### src/rtl/pause_dim_ctrl_if.sv
// Signal bundle between the arcade core video/pause side and the pause/dim
// controller. The controller takes the slave view; whoever drives the core
// side (core wrapper or bench) takes the master view.
interface pause_dim_ctrl_if;

  // Control inputs to the controller
  logic        pause_btn;
  logic        hs_access;
  logic        ce_pix;

  // Core video into the controller
  logic [23:0] rgb_in;
  logic        hblank_in;
  logic        vblank_in;
  logic        hs_in;
  logic        vs_in;

  // Pause status back to the core / OSD
  logic        pause;
  logic        user_paused;
  logic        dim_active;

  // Re-registered video toward arcade_video
  logic [23:0] rgb_out;
  logic        hblank_out;
  logic        vblank_out;
  logic        hs_out;
  logic        vs_out;

  modport master (
    output pause_btn,
    output hs_access,
    output ce_pix,
    output rgb_in,
    output hblank_in,
    output vblank_in,
    output hs_in,
    output vs_in,
    input  pause,
    input  user_paused,
    input  dim_active,
    input  rgb_out,
    input  hblank_out,
    input  vblank_out,
    input  hs_out,
    input  vs_out
  );

  modport slave (
    input  pause_btn,
    input  hs_access,
    input  ce_pix,
    input  rgb_in,
    input  hblank_in,
    input  vblank_in,
    input  hs_in,
    input  vs_in,
    output pause,
    output user_paused,
    output dim_active,
    output rgb_out,
    output hblank_out,
    output vblank_out,
    output hs_out,
    output vs_out
  );

endinterface

### src/rtl/pause_dim_ctrl.sv
// User-pause controller and video dimmer sitting between the arcade core
// video output and arcade_video. A pause-button press toggles user pause;
// the hiscore RAM-access request is OR-ed into the core pause. After
// DIM_TIMEOUT clk cycles of user pause the picture is dimmed, but the dim
// only engages or releases at a frame boundary (vertical-blank rising edge)
// so a frame is never half dimmed. Video timing and RGB are re-registered
// together on ce_pix so sync/blank stay aligned with the pixel data.
module pause_dim_ctrl #(
  parameter logic [31:0] DIM_TIMEOUT = 32'h0727_0E00,
  parameter int unsigned DIM_SHIFT   = 1
) (
  input  logic             clk,
  input  logic             reset,
  pause_dim_ctrl_if.slave  bus
);

  // A zero timeout would never be reached by a counter starting at zero,
  // so it behaves as the shortest possible timeout instead.
  localparam logic [31:0] TIMEOUT_EFF = (DIM_TIMEOUT == 32'd0) ? 32'd1 : DIM_TIMEOUT;
  localparam logic [31:0] TIMER_LAST  = TIMEOUT_EFF - 32'd1;

  typedef enum logic [1:0] {
    ST_RUN    = 2'd0,
    ST_PAUSED = 2'd1,
    ST_DIMMED = 2'd2
  } state_e;

  state_e      state_q;
  state_e      state_d;
  logic [31:0] timer_q;
  logic [31:0] timer_d;
  logic        btn_q;
  logic        btn_d;
  logic        press;

  logic        vbl_q;
  logic        vbl_d;
  logic        dim_active_q;
  logic        dim_active_d;
  logic [23:0] rgb_out_q;
  logic [23:0] rgb_out_d;
  logic        hblank_out_q;
  logic        hblank_out_d;
  logic        vblank_out_q;
  logic        vblank_out_d;
  logic        hs_out_q;
  logic        hs_out_d;
  logic        vs_out_q;
  logic        vs_out_d;

  logic [23:0] rgb_dimmed;
  logic        vbl_rise;

  // A held button must toggle pause only once, so only the rising edge counts.
  assign btn_d = bus.pause_btn;
  assign press = bus.pause_btn & ~btn_q;

  // Each channel is shifted on its own so no bit leaks into the next colour.
  assign rgb_dimmed = {bus.rgb_in[23:16] >> DIM_SHIFT,
                       bus.rgb_in[15:8]  >> DIM_SHIFT,
                       bus.rgb_in[7:0]   >> DIM_SHIFT};

  // Frame boundary: vertical blank going high, seen on a pixel enable.
  assign vbl_rise = bus.vblank_in & ~vbl_q;

  // Pause toggle state machine with the idle timer that leads to dimming.
  always_comb begin
    state_d = state_q;
    timer_d = timer_q;
    unique case (state_q)
      ST_RUN: begin
        if (press) begin
          state_d = ST_PAUSED;
          timer_d = '0;
        end
      end
      ST_PAUSED: begin
        if (press) begin
          state_d = ST_RUN;
          timer_d = '0;
        end else begin
          if (timer_q != '1) begin
            timer_d = timer_q + 32'd1;
          end
          if (timer_q >= TIMER_LAST) begin
            state_d = ST_DIMMED;
          end
        end
      end
      ST_DIMMED: begin
        if (press) begin
          state_d = ST_RUN;
          timer_d = '0;
        end
      end
      default: begin
        state_d = ST_RUN;
        timer_d = '0;
      end
    endcase
  end

  // Control registers: FSM state, idle timer and button edge history.
  always_ff @(posedge clk) begin
    if (reset) begin
      state_q <= ST_RUN;
      timer_q <= '0;
      btn_q   <= 1'b0;
    end else begin
      state_q <= state_d;
      timer_q <= timer_d;
      btn_q   <= btn_d;
    end
  end

  // Pixel-rate pipeline: latch dim at frame start (from the pre-update state)
  // and re-register video, blanking RGB and dimming it when active.
  always_comb begin
    vbl_d        = vbl_q;
    dim_active_d = dim_active_q;
    rgb_out_d    = rgb_out_q;
    hblank_out_d = hblank_out_q;
    vblank_out_d = vblank_out_q;
    hs_out_d     = hs_out_q;
    vs_out_d     = vs_out_q;
    if (bus.ce_pix) begin
      vbl_d        = bus.vblank_in;
      hblank_out_d = bus.hblank_in;
      vblank_out_d = bus.vblank_in;
      hs_out_d     = bus.hs_in;
      vs_out_d     = bus.vs_in;
      if (vbl_rise) begin
        dim_active_d = (state_q == ST_DIMMED);
      end
      if (bus.hblank_in || bus.vblank_in) begin
        rgb_out_d = '0;
      end else if (dim_active_q) begin
        rgb_out_d = rgb_dimmed;
      end else begin
        rgb_out_d = bus.rgb_in;
      end
    end
  end

  // Video and dim-latch registers, cleared so nothing stale reaches the scaler.
  always_ff @(posedge clk) begin
    if (reset) begin
      vbl_q        <= 1'b0;
      dim_active_q <= 1'b0;
      rgb_out_q    <= '0;
      hblank_out_q <= 1'b0;
      vblank_out_q <= 1'b0;
      hs_out_q     <= 1'b0;
      vs_out_q     <= 1'b0;
    end else begin
      vbl_q        <= vbl_d;
      dim_active_q <= dim_active_d;
      rgb_out_q    <= rgb_out_d;
      hblank_out_q <= hblank_out_d;
      vblank_out_q <= vblank_out_d;
      hs_out_q     <= hs_out_d;
      vs_out_q     <= vs_out_d;
    end
  end

  // The hiscore request pauses the core directly, without touching the FSM.
  assign bus.user_paused = (state_q != ST_RUN);
  assign bus.pause       = (state_q != ST_RUN) | bus.hs_access;
  assign bus.dim_active  = dim_active_q;
  assign bus.rgb_out     = rgb_out_q;
  assign bus.hblank_out  = hblank_out_q;
  assign bus.vblank_out  = vblank_out_q;
  assign bus.hs_out      = hs_out_q;
  assign bus.vs_out      = vs_out_q;

endmodule
### src/flat_wrapper.sv
// flat-port wrapper written by rule: the top's interface ports become plain ports
module pause_dim_ctrl_flat 
#(
  parameter logic [31:0] DIM_TIMEOUT = 32'h0727_0E00,
  parameter int unsigned DIM_SHIFT   = 1
)
  (clk, reset, bus_pause_btn, bus_hs_access, bus_ce_pix, bus_rgb_in, bus_hblank_in, bus_vblank_in, bus_hs_in, bus_vs_in, bus_pause, bus_user_paused, bus_dim_active, bus_rgb_out, bus_hblank_out, bus_vblank_out, bus_hs_out, bus_vs_out);
  pause_dim_ctrl_if bus_i ();
  input  logic clk;
  input  logic reset;
  input wire logic [$bits(bus_i.pause_btn)-1:0] bus_pause_btn;
  input wire logic [$bits(bus_i.hs_access)-1:0] bus_hs_access;
  input wire logic [$bits(bus_i.ce_pix)-1:0] bus_ce_pix;
  input wire logic [$bits(bus_i.rgb_in)-1:0] bus_rgb_in;
  input wire logic [$bits(bus_i.hblank_in)-1:0] bus_hblank_in;
  input wire logic [$bits(bus_i.vblank_in)-1:0] bus_vblank_in;
  input wire logic [$bits(bus_i.hs_in)-1:0] bus_hs_in;
  input wire logic [$bits(bus_i.vs_in)-1:0] bus_vs_in;
  output wire logic [$bits(bus_i.pause)-1:0] bus_pause;
  output wire logic [$bits(bus_i.user_paused)-1:0] bus_user_paused;
  output wire logic [$bits(bus_i.dim_active)-1:0] bus_dim_active;
  output wire logic [$bits(bus_i.rgb_out)-1:0] bus_rgb_out;
  output wire logic [$bits(bus_i.hblank_out)-1:0] bus_hblank_out;
  output wire logic [$bits(bus_i.vblank_out)-1:0] bus_vblank_out;
  output wire logic [$bits(bus_i.hs_out)-1:0] bus_hs_out;
  output wire logic [$bits(bus_i.vs_out)-1:0] bus_vs_out;
  assign bus_i.pause_btn = bus_pause_btn;
  assign bus_i.hs_access = bus_hs_access;
  assign bus_i.ce_pix = bus_ce_pix;
  assign bus_i.rgb_in = bus_rgb_in;
  assign bus_i.hblank_in = bus_hblank_in;
  assign bus_i.vblank_in = bus_vblank_in;
  assign bus_i.hs_in = bus_hs_in;
  assign bus_i.vs_in = bus_vs_in;
  assign bus_pause = bus_i.pause;
  assign bus_user_paused = bus_i.user_paused;
  assign bus_dim_active = bus_i.dim_active;
  assign bus_rgb_out = bus_i.rgb_out;
  assign bus_hblank_out = bus_i.hblank_out;
  assign bus_vblank_out = bus_i.vblank_out;
  assign bus_hs_out = bus_i.hs_out;
  assign bus_vs_out = bus_i.vs_out;
  pause_dim_ctrl #(.DIM_TIMEOUT(DIM_TIMEOUT), .DIM_SHIFT(DIM_SHIFT)) u_core (.clk(clk), .reset(reset), .bus(bus_i));
endmodule
### config.mk
export PLATFORM = sky130hd
export DESIGN_NAME = pause_dim_ctrl_flat
export DESIGN_NICKNAME = d
export VERILOG_FILES = /design/src/rtl/pause_dim_ctrl_if.sv /design/src/rtl/pause_dim_ctrl.sv /design/src/flat_wrapper.sv
export SDC_FILE = /design/constraint.sdc
export NUM_CORES = 1
export LEC_CHECK = 0
export ABC_AREA = 1
export CORE_ASPECT_RATIO = 1.75
export CORE_MARGIN = 2
export CORE_UTILIZATION = 25
export DETAILED_ROUTE_END_ITERATION = 8
export SYNTH_ARGS = -nofsm -noshare
export SYNTH_HDL_FRONTEND = slang
export SYNTH_SLANG_ARGS = --single-unit
export TNS_END_PERCENT = 5
### constraint.sdc
create_clock -name clk -period 2.24 [get_ports clk]
set_input_delay 0.336 -clock clk [delete_from_list [all_inputs] [get_ports clk]]
set_output_delay 0.336 -clock clk [all_outputs]
set_load 0.01 [all_outputs]
==> reports/metrics.sh <==
STATUS='completed'
FLOORPLAN.DIE.WIDTH_UM=95.9
POSTSYNTHCELLCOUNT=595
CLOCK_SKEW_NS=0.00636
CORE.ROWCOUNT=58
CRITICAL_PATH_PEAK_FANOUT=5
SYN-MEAN-INSTANCE-AREA_UM2=6.21
CTS_MAX_LEVEL=3
POSTSYNTHNETCOUNT=629
PLACE.GP.CONGESTION=0.944
FINAL_NET_COUNT=698
VIAS=3957
FINAL-SETUP-VIOL-COUNT=0
MAXCLOCKFREQUENCY_MHz=485
LAYOUT.CELLS.MOST_COMMON='nand2_1'
WORST_PIN_SLEW_NS=0.678
SYNTH_WARNINGS=0
CTS.REPORTEDPATHS.CLKPINSLEW_NS=0.06
DIE_Y_UM=165
P_LEAK_nW=1.79
WORST_SETUP_PATH_START_KIND='register'
POST-CTS-SETUP-BUFFERS=0
DR.FIRST_ITER.DRC_COUNT=210
AREA_GROWTH_SYNTH_TO_FINISH_PCT=31.5
POST_CTS.RESIZED_INSTANCES=0
CTS_MAX_PATH_BUFS=2
ARRIVAL_NS=1.73
CTS_INSERTED_BUFFERS=9
DIE_AREA_MM2=0.0158
SYN-CELL-AREA_MM2=0.00370
DETAIL_ROUTE.WL_PER_CELL_UM=13.5
GRT_PASS1_VIAS=3771
ANTENNA_FOUND_INITIAL=0
PER_CELL_VIA_COUNT_IN_THE_ROUTED_DESIGN=4.66
FINAL-HOLD-VIOLATION-COUNT=0
CRITPATHKIND='register to primary output'
TRITONCTS='yes'
HOLD_BUFFERS=0
DRTPASS1ITERATIONS=5
NUM_ANTENNA_CELLS=0
IR_DROP_mV=0.354
RELSLEWSLACK_PCT=54.8
RSZ0062_AT_GRT='no'
LAYOUT-DRIVE-GT1-SHARE_PCT=11.1
DATA_REQUIRED_TIME_AT_THE_WORST_ENDPOINT_NS=1.90
SEQUENTIAL_CELL_AREA_FRACTION_IN_THE_YOSYS_REPORT_PCT=34.7
WIRE_LENGTH_REPORTED_BY_THE_DETAILED_ROUTER_UM=11400
ANTENNA_VIOLATING_NETS_POST_ROUTE=0
CRITICAL_PATH.ENDPOINT_TYPE='primary output'
POWER-PER-CELL-AREA_mW_PER_MM2=598
LAYOUT.CELLS.MOST_COMMON_LIST='nand2_1, nor2_1, dfxtp_1, clkdlybuf4s50_1, a21oi_1'
GLOBAL_ROUTING_MET3_RESOURCE_UTILIZATION_PCT=3.83
SYNTH_TOP_AREA_CELL='dfxtp_1'
SYNTH_TOP_AREA_SHARE_PCT=34.7
DESIGN.PORTCOUNT=64
GRT_OVERFLOW=0
PIN_COUNT_OF_THE_BIGGEST_NET_ENTERING_GLOBAL_ROUTING=49
ASYNC_FLOP_SHARE_PCT=0
START_UTIL_PCT=25.6
GR-MAX-USAGE-LAYER='met2'
YS_FF_LATCH=64
SYNTH-EDFF-COUNT=0
PERIOD_NEEDED_NS=2.06
GRT_UTIL_ALL_LAYERS_PCT=15.5
COUNT_OF_CELL_TYPES_IN_THE_NETLIST=30
YS.FLOP_TYPE='dfxtp_1'
GRT_UTIL_MET1_PCT=14.1
ROOT_BUFFER='clkbuf_16'
CLK_LATENCY_NS=0.33
UTILIZATION_PCT=33.7
DRT_DRC_VIOLATIONS_LEFT=0
SETUP-TNS-FINAL_NS=0
CTS_NUM_SINKS=64
POST-DP-HPWL_UM=8820
HOLD_PATH_CLASS='input port to register'
PERIOD_SHARE_PCT=92.1
GRT.MET2_USAGE_PCT=29.9
PORT-BUFFER-COUNT=63
FLOORPLAN.CORE_AREA_MM2=0.0144
MAXSLEWVIOLCOUNT=0
GRT_PASS1_WL_UM=18600
MAX_CAP_VIOL_COUNT=0
NETLIST_TOP_CELLS_AREA='dfxtp_1, nand2_1, a21oi_1, nor2_1, inv_1'
## path summary, 6_finish.rpt
check	from	end	slack (ns)	cells after the start
setup / recovery	u_core.state_q[1]$_SDFFE_PP0P_	bus_pause	0.18	4
setup reg to reg	u_core.timer_q[1]$_SDFFE_PP0P_	u_core.timer_q[3]$_SDFFE_PP0P_	0.27	10
hold / removal	reset	u_core.bus.vs_out$_SDFFE_PP0P_	0.41	4
hold reg to reg	u_core.bus.rgb_out[4]$_SDFFE_PP0P_	u_core.bus.rgb_out[4]$_SDFFE_PP0P_	0.46	2
## cell usage after synthesis, types with 3 or more instances
master,count
nor2_1,65
nor2_2,13
nand2_1,237
o21ai_0,10
nand4_1,25
dfxtp_1,64
or2_2,6
nor3_1,4
nand2_2,5
buf_1,3
nand3_1,21
nand3_4,3
a21oi_1,53
inv_1,44
nor2_4,7
inv_2,5
clkbuf_1,12
## area by class of cell
class | instances | area [um2]
fillers | 1542 | 9580
multi-input cells | 462 | 2120
flip-flops and latches | 64 | 1280
repair buffers | 78 | 738
clock buffers | 12 | 256
well taps | 180 | 225
inverters | 49 | 184
clock inverters | 4 | 51.3
## critical path, stage by stage, from the launching register on
cell	delay [ns]
dfxtp_1	0.35
nor2_1	0.20
inv_1	0.09
or2_2	0.27
clkdlybuf4s50_1	0.48
## stage by stage
| step | total power, mW | area [um2] | setup WS [ns] | cells | hold WS, ns |
|---|---|---|---|---|---|
| after global routing | 3.03 | 4860 | 0.0779 | 849 | 0.405 |
| final | 2.91 | 4860 | 0.177 | 849 | 0.410 |
| after global placement | 1.48 | 4550 | 0.112 | 833 | 0.449 |
| after CTS | 2.95 | 4860 | 0.150 | 849 | 0.399 |
| after detailed placement | 1.48 | 4550 | 0.0705 | 833 | 0.457 |
| after floorplan | 1.35 | 3700 | 0.647 | 595 | 0.453 |
## flip-flops by register name, summed over array words and instances, names as in the netlist
register and count:
u_core.btn_q 1, u_core.bus.dim_active 1, u_core.bus.hblank_out 1, u_core.bus.hs_out 1
u_core.bus.rgb_out 24, u_core.bus.vblank_out 1, u_core.bus.vs_out 1, u_core.state_q 2
u_core.timer_q 32
## report_power, final
group | switching, mW | internal [mW]
Sequential | 0.0132 | 1.16
Clock | 0.528 | 0.924
Combinational | 0.160 | 0.122
## logic make-up after synthesis
logic type,after synthesis,share of synthesized area [%]
flip-flops,64,34.7
buffers and inverters,69,7.99
AND/OR/NAND/NOR,392,47.4
AO/OA/AOI/OAI,69,9.61
adder cells (fa/ha/maj),1,0.338
## routing by layer
| metal | part of all wire [%] | up-vias | wire length (um) |
|---|---|---|---|
| met2 | 57 | 115 | 6520 |
| met1 | 34 | 1775 | 3870 |
| met3 | 4.2 | 36 | 479 |
| met5 | 0 | - | 0 |
| met4 | 5.0 | 0 | 568 |
| li1 | - | 2031 | - |
Note: power is estimated with default switching activity, not from simulation.
